### src/rtl/usr_pkg.sv
// Shared definitions for the universal shift register: operation encodings
// and a helper that identifies the shift/rotate operations.
package usr_pkg;

   localparam logic [2:0] MODE_HOLD = 3'b000;
   localparam logic [2:0] MODE_SHL  = 3'b001;
   localparam logic [2:0] MODE_SHR  = 3'b010;
   localparam logic [2:0] MODE_ROL  = 3'b011;
   localparam logic [2:0] MODE_ROR  = 3'b100;
   localparam logic [2:0] MODE_LOAD = 3'b101;
   localparam logic [2:0] MODE_CLR  = 3'b110;

   function automatic logic is_shift(input logic [2:0] mode);
      return (mode == MODE_SHL) || (mode == MODE_SHR) ||
             (mode == MODE_ROL) || (mode == MODE_ROR);
   endfunction

endpackage

### src/rtl/universal_shift_reg_shift_bit_counter.sv
// Counts shifts within a word, wrapping after WIDTH shifts and emitting a
// registered one-cycle word_done pulse in the cycle following the wrap.
module shift_bit_counter #(
   parameter int WIDTH = 8,
   parameter int CNT_W = $clog2(WIDTH + 1)
) (
   input  logic             clk,
   input  logic             rst_n,
   input  logic             inc,
   input  logic             clr,
   output logic [CNT_W-1:0] cnt,
   output logic             done
);

   always_ff @(posedge clk or negedge rst_n) begin
      if (!rst_n) begin
         cnt  <= '0;
         done <= 1'b0;
      end else if (clr) begin
         cnt  <= '0;
         done <= 1'b0;
      end else if (inc) begin
         if (cnt == CNT_W'(WIDTH - 1)) begin
            cnt  <= '0;
            done <= 1'b1;
         end else begin
            cnt  <= cnt + CNT_W'(1);
            done <= 1'b0;
         end
      end else begin
         done <= 1'b0;
      end
   end

endmodule

### src/rtl/universal_shift_reg.sv
// WIDTH-bit register with per-cycle hold/shift/rotate/load/clear and a
// word-boundary tracker for serialiser/deserialiser use.
module universal_shift_reg
   import usr_pkg::*;
#(
   parameter  int               WIDTH     = 8,
   parameter  logic [WIDTH-1:0] RESET_VAL = '0,
   localparam int               CNT_W     = $clog2(WIDTH + 1)
) (
   input  logic             clk,
   input  logic             rst_n,
   input  logic             en,
   input  logic [2:0]       mode,
   input  logic             sin,
   input  logic [WIDTH-1:0] d,
   output logic [WIDTH-1:0] q,
   output logic             sout,
   output logic [CNT_W-1:0] shift_cnt,
   output logic             word_done
);

   logic cnt_inc;
   logic cnt_clr;

   always_ff @(posedge clk or negedge rst_n) begin
      if (!rst_n) begin
         q    <= RESET_VAL;
         sout <= 1'b0;
      end else if (en) begin
         case (mode)
            MODE_SHL: begin
               q    <= {q[WIDTH-2:0], sin};
               sout <= q[WIDTH-1];
            end
            MODE_SHR: begin
               q    <= {sin, q[WIDTH-1:1]};
               sout <= q[0];
            end
            MODE_ROL: begin
               q    <= {q[WIDTH-2:0], q[WIDTH-1]};
               sout <= q[WIDTH-1];
            end
            MODE_ROR: begin
               q    <= {q[0], q[WIDTH-1:1]};
               sout <= q[0];
            end
            MODE_LOAD: begin
               q    <= d;
               sout <= 1'b0;
            end
            MODE_CLR: begin
               q    <= '0;
               sout <= 1'b0;
            end
            default: ;  // hold and the reserved encoding keep q and sout
         endcase
      end
   end

   // LOAD/CLEAR restart the word; en=0 freezes the count and suppresses the pulse
   assign cnt_inc = en && is_shift(mode);
   assign cnt_clr = en && ((mode == MODE_LOAD) || (mode == MODE_CLR));

   shift_bit_counter #(
      .WIDTH (WIDTH),
      .CNT_W (CNT_W)
   ) u_cnt (
      .clk   (clk),
      .rst_n (rst_n),
      .inc   (cnt_inc),
      .clr   (cnt_clr),
      .cnt   (shift_cnt),
      .done  (word_done)
   );

endmodule

### config.mk
export PLATFORM = sky130hd
export DESIGN_NAME = universal_shift_reg
export DESIGN_NICKNAME = d
export VERILOG_FILES = /design/src/rtl/usr_pkg.sv /design/src/rtl/universal_shift_reg_shift_bit_counter.sv /design/src/rtl/universal_shift_reg.sv
export SDC_FILE = /design/constraint.sdc
export NUM_CORES = 1
export LEC_CHECK = 0
export CAP_MARGIN = 40
export CORE_ASPECT_RATIO = 0.75
export CORE_MARGIN = 2
export CORE_UTILIZATION = 51
export CTS_BUF_LIST = sky130_fd_sc_hd__clkbuf_4 sky130_fd_sc_hd__clkbuf_8 sky130_fd_sc_hd__clkbuf_16
export DETAILED_ROUTE_END_ITERATION = 12
export PLACE_DENSITY_LB_ADDON = 0.08
export SKIP_CTS_REPAIR_TIMING = 1
export SLEW_MARGIN = 0
export SYNTH_ARGS = -nofsm -noshare
export SYNTH_HDL_FRONTEND = slang
export SYNTH_SLANG_ARGS = --single-unit
### constraint.sdc
create_clock -name clk -period 2.8 [get_ports clk]
set_input_delay 0.42 -clock clk [delete_from_list [all_inputs] [get_ports clk]]
set_output_delay 0.42 -clock clk [all_outputs]
set_load 0.1 [all_outputs]
==> results of run 1 <==
==> final cells by class <==
cell class / count / area, um^2 / share of cell area (%)
Tap cell: 24 / 30.03 / 2.226
Inverter: 4 / 15.01 / 1.113
Clock buffer: 4 / 36.28 / 2.690
Sequential cell: 14 / 350.3 / 25.97
Timing Repair Buffer: 31 / 267.8 / 19.85
Multi-Input combinational cell: 91 / 649.4 / 48.14
==> worst max path at each step <==
stage | slack, ps | to
floorplan | 800 | u_cnt.cnt[0]
global placement | 620 | u_cnt.cnt[3]
detailed placement | 560 | u_cnt.cnt[3]
CTS | 880 | u_cnt.cnt[3]
global route | 760 | u_cnt.cnt[3]
finish | 870 | u_cnt.cnt[3]
==> worst max-delay path, delay by kind of cell <==
kind	cells	cell delay [ps]
AO/OA/AOI/OAI	2	700
buffers and inverters	2	900
AND/OR/NAND/NOR	1	100
==> synthesized netlist by cell type, drive strengths merged (4+ instances only) <==
cell type | count | area [um^2]
buf | 9 | 66.31
dfrtp | 14 | 350.3
a22oi | 7 | 52.55
o22ai | 6 | 37.54
nor2 | 4 | 17.52
inv | 4 | 15.01
a211oi | 6 | 50.05
nand3 | 8 | 40.04
o21ai | 7 | 35.03
a21o | 6 | 45.04
mux2 | 6 | 67.56
nand2 | 4 | 15.01
==> cells in the final DEF, fill, tap and decap left out, types with 2 or more instances in the layout <==
cell             count
buf_4               17
clkdlybuf4s50_1     14
dfrtp_1             14
nand3_1              8
a22oi_1              7
a21o_1               6
o22ai_1              6
o21ai_0              5
a211oi_1             5
mux2_2               5
nand2_1              4
inv_1                4
nor2_1               3
nor2b_1              3
a21oi_1              3
nand2b_1             3
clkbuf_4             3
and3_1               2
or2_1                2
a22o_1               2
nor3b_1              2
o21ai_1              2
o31ai_1              2
==> cells by family after synthesis <==
kind of cell,Yosys count
AO/OA/AOI/OAI,47
XOR/XNOR,2
adder cells (fa/ha/maj),2
buffers and inverters,14
flip-flops,14
multiplexers,7
AND/OR/NAND/NOR,33
==> state kept, by name, summed over array words and instances, names as in the netlist <==
| name | cells |
|---|---|
| u_cnt.cnt | 4 |
| sout | 1 |
| u_cnt.done | 1 |
| q | 8 |
==> routing by layer <==
| layer | GRT usage (%) | share of wire [%] | vias up |
|---|---|---|---|
| met5 | 0 | 0 | - |
| met4 | 4.651 | 0 | 0 |
| met3 | 5.373 | 5.6 | 0 |
| met2 | 36.78 | 46 | 44 |
| met1 | 36.60 | 48 | 492 |
| li1 | - | - | 510 |
==> report_power, final <==
part | internal (uW) | switching (uW)
sequential | 244 | 68.1
combinational | 155 | 428
clock | 79.1 | 76.2
==> stage by stage <==
| stage | total power, uW | area (um^2) | utilization (%) |
|---|---|---|---|
| final | 1050 | 1349 | 66.96 |
| after global routing | 1095 | 1349 | 66.96 |
| after CTS | 1054 | 1349 | 66.96 |
| after detailed placement | 893.0 | 1313 | 65.16 |
| after global placement | 884.0 | 1313 | 65.16 |
| after floorplan | 757.4 | 1085 | - |
==> impl_metrics.yaml, run 1 <==
worst_hold_path:
  min_path_type: "in -> async"
sta:
  maxSlewViolCount: 0
  clock_skew_ps: 10.98
  relSlewSlack_pct: 53.46
  hold_viol: 0
  tns_ps: 0
  finalCriticalPeriod_ps: 1934
  finalSetupViolCount: 0
  rsz0062_at_grt: "false"
  hold_ws_ps: 536.2
  fmax_mhz: 517.2
  fin_ws_ps: 866.4
  tightest_slew_ps: 695.9
  finalCritPeriodShare_pct: 69.06
route:
  drtPass1Iterations: 4
  via_count: 1046
  wl_per_cell_um: 16.50
  drt-total-wl_um: 2772
  drc_errors: 0
  viasPerCell: 6.226
  ant_nets: 0
  drtIter0Drc: 35
clock_tree:
  clkSinkCount: 14
  numCtsBuffers: 3
  clk_pin_slew_ps: 100
  ctsRootBufferMaster: "clkbuf_4"
  clockBufferDepth: 2
  clkLatencyLatePin_ps: 290
  htreeDepth: 1
  cts_tree: "done"
power:
  power_density_mw_per_mm2: 778.6
  max-vdd-ir-drop_mv: 0.5651
  p_leak_uw: 0.0005854
setup_path:
  arrival_ps: 2110
  rr_startpoint: "u_cnt.cnt[0]"
  cp_slowest_stage_delay_ps: 610
  r2r_slack_ps: 1340
  setup.worst_path.start: "mode[2]"
  slowest_stage: "clkdlybuf4s50_1"
  cp_cell_sequence: "clkdlybuf4s50_1 > buf_4 > o211ai_4 > nor2b_1 > a22o_1"
  start_kind: "input port"
  crit_required_ps: 2980
  regToRegEndpoint: "u_cnt.cnt[0]"
  critPathMaxFanout: 18
  criticalPathCategory: "in -> reg"
  r2r_cells: 5
  endpoint_kind: "register"
synthesis:
  yosys.area_share.simple_pct: 16.96
  synthMuxAreaShare_pct: 7.151
  synth_top_family_by_area: "compound AO/OA/AOI/OAI gates"
  ys_warn_count: 0
  synth-edff-count: 0
  syn_inst: 119
  ys_types: 45
  synth.cell_area_mm2: 0.001085
  synth_compound_area_share_pct: 32.06
  ys_seq_area_share_pct: 32.30
  synthAdderAreaFrac_pct: 2.076
  synthFlopType: "dfrtp_1"
  yosys.area_share.xor_xnor_pct: 1.615
  syn_nets: 135
  ys_seq_elements: 14
  syn_area_per_cell_um2: 9.116
  synthArstFlopShare_pct: 100.0
placed_design:
  place_inst: 164
  dp_slack_ps: 557.5
  gp_congestion: 0.7972
  io_buffer_count: 28
  hpwlAfterDp_um: 1851
layout:
  area_growth_pct: 24.34
  stdcell_count: 168
  antenna_cells: 0
  final_layout_size_suffix_gt1_share_pct: 20.14
  num-fill-cells: 169
  nets: 161
global_route:
  grt_pass1_wl_um: 4664
  first_global_vias: 954
  grt_max_degree: 29
  grt.overflow.total: 0
  antenna_found_initial: 0
  grt_usage_pct: 24.51
die:
  die_h_um: 43.94
  die-area_mm2: 0.002516
  start_util_pct: 53.85
  rows: 14
  num_io_pins: 29
  die_width_um: 57.26
  core_mm2: 0.002014
status:
  status: "finished clean"
run:
  maxCapViolations: 0
Note: power is estimated with default switching activity, not from simulation.
==> run 2: changes to the inputs <==
CORE_UTILIZATION = 48   (was 51)
clock period = 1.99 ns   (was 2.8 ns; I/O delays follow)
==> run 2 against run 1 <==
- via count up 2.7%
- final cell count rose by 4.8%
- critical path depth stayed put
- power grew 41%
- routed wire length fell by 1.8%
- clock power increased by 35%
- worst setup slack worse by 530 ps
- clock skew decreased by 3.5 ps
- first-iteration DRC count decreased by 20%
- sequential power grew 40%
- flip-flop and latch count unchanged
- the run now ends with design-rule violations left
- register-to-register slack worse by 800 ps
- largest cell class unchanged
==> impl_metrics.yaml, run 2 (synthesized netlist as in run 1, its figures left out) <==
global_route:
  grt_max_degree: 24
  first_global_vias: 957
  grt_usage_pct: 22.30
  grt_pass1_wl_um: 4381
  antenna_found_initial: 0
  grt.overflow.total: 0
route:
  drt-total-wl_um: 2723
  via_count: 1074
  viasPerCell: 6.102
  ant_nets: 0
  drtIter0Drc: 28
  drtPass1Iterations: 8
  drc_errors: 1
  wl_per_cell_um: 15.47
setup_path:
  critPathMaxFanout: 23
  slowest_stage: "clkdlybuf4s50_1"
  criticalPathCategory: "in -> reg"
  crit_required_ps: 2170
  cp_cell_sequence: "clkdlybuf4s50_1 > buf_12 > mux2_1 > a211o_1 > a22o_1"
  endpoint_kind: "register"
  cp_slowest_stage_delay_ps: 550
  start_kind: "input port"
  arrival_ps: 1840
placed_design:
  place_area_mm2: 0.001386
  io_buffer_count: 28
  gp_congestion: 0.8054
  hpwlAfterDp_um: 1994
  dp_slack_ps: 42.00
power:
  switching_share_pct: 53.60
  p_leak_uw: 0.0006269
  power_frac_seq_pct: 29.5
  combPwrFrac_pct: 56.4
  clock_power_share_pct: 14.1
  p_switching_uw: 794.3
  power_uw: 1482
  power_density_mw_per_mm2: 1042
  max-vdd-ir-drop_mv: 0.6017
  p_int_uw: 687.7
die:
  start_util_pct: 52.48
  core_mm2: 0.002067
  die-area_mm2: 0.002660
  die_width_um: 58.90
  die_h_um: 45.17
  rows: 14
  num_io_pins: 29
clock_tree:
  htreeDepth: 1
  cts_tree: "done"
  clkSinkCount: 14
  ctsRootBufferMaster: "clkbuf_4"
  clk_pin_slew_ps: 90
  numCtsBuffers: 3
  clockBufferDepth: 2
  clkLatencyLatePin_ps: 290
layout:
  final_area_mm2: 0.001423
  multiInputGateArea_um2: 649.4
  largest_register_ff_count: 8
  largestRegisters: "q x8, u_cnt.cnt x4"
  seq_area_um2: 351.6
  final_cell_mix: "buf_4, clkdlybuf4s50_1, dfrtp_1, nand3_1, a22oi_1"
  num-fill-cells: 178
  nets: 169
  layout_commonest_cell: "buf_4"
  regMostFlops: "q"
  antenna_cells: 0
  final_layout_size_suffix_gt1_share_pct: 25.00
  area_growth_pct: 31.14
sta:
  hold_viol: 0
  relSlewSlack_pct: 54.89
  finalCriticalPeriod_ps: 1651
  rsz0062_at_grt: "false"
  fmax_mhz: 605.7
  finalCritPeriodShare_pct: 82.96
  maxSlewViolCount: 0
  tightest_slew_ps: 674.5
  clock_skew_ps: 7.488
  tns_ps: 0
  fin_ws_ps: 339.0
  finalSetupViolCount: 0
run:
  maxCapViolations: 0
status:
  violations: "design-rule violations"
  status: "finished with violations"
worst_hold_path:
  min_path_type: "in -> async"
## run 2: area by class of cell
class	instances	area share (%)
multi-input combinational	91	45.65
sequential	14	24.71
timing repair buffer	39	23.92
clock buffer	4	2.551
tap	24	2.111
inverter	4	1.055
## run 2: power by group through the flow
stage	sequential, uW	clock (uW)	combinational [uW]
finish	437	210	836
global route	449	225	874
CTS	436	219	836
detailed placement	441	0	834
global placement	437	0	825
floorplan	852	0	215
## run 2: worst paths after layout
check	cells after the start	endpoint	start	slack (ps)
worst max-delay path	5	q[1]	mode[0]	340
max in group asynchronous	1	u_cnt.cnt[0]	rst_n	1100
worst min-delay path	1	q[1]	rst_n	410
worst min register to register	1	u_cnt.cnt[3]	u_cnt.cnt[3]	570
worst max register to register	5	u_cnt.cnt[0]	u_cnt.cnt[1]	540
min in group clk	1	u_cnt.cnt[3]	u_cnt.cnt[3]	570
## run 2: metrics by stage
step,util (%),hold slack [ps],cells
4_1_cts,68.83,422.6,176
3_3_place_gp,67.07,529.7,172
2_1_floorplan,-,2.909,119
6_report,68.83,412.4,176
5_1_grt,68.83,470.7,176
3_5_place_dp,67.07,552.2,172
## run 2: metal layers
layer	GRT usage [%]	routed length, um
met5	0	0
met4	5.000	10
met3	6.304	152
met2	34.22	1182
met1	31.38	1377
## run 2: worst max-delay path, delay by kind of cell
kind / cells / cell delay (ps)
AO/OA/AOI/OAI: 2 / 470
multiplexers: 1 / 330
buffers and inverters: 2 / 730
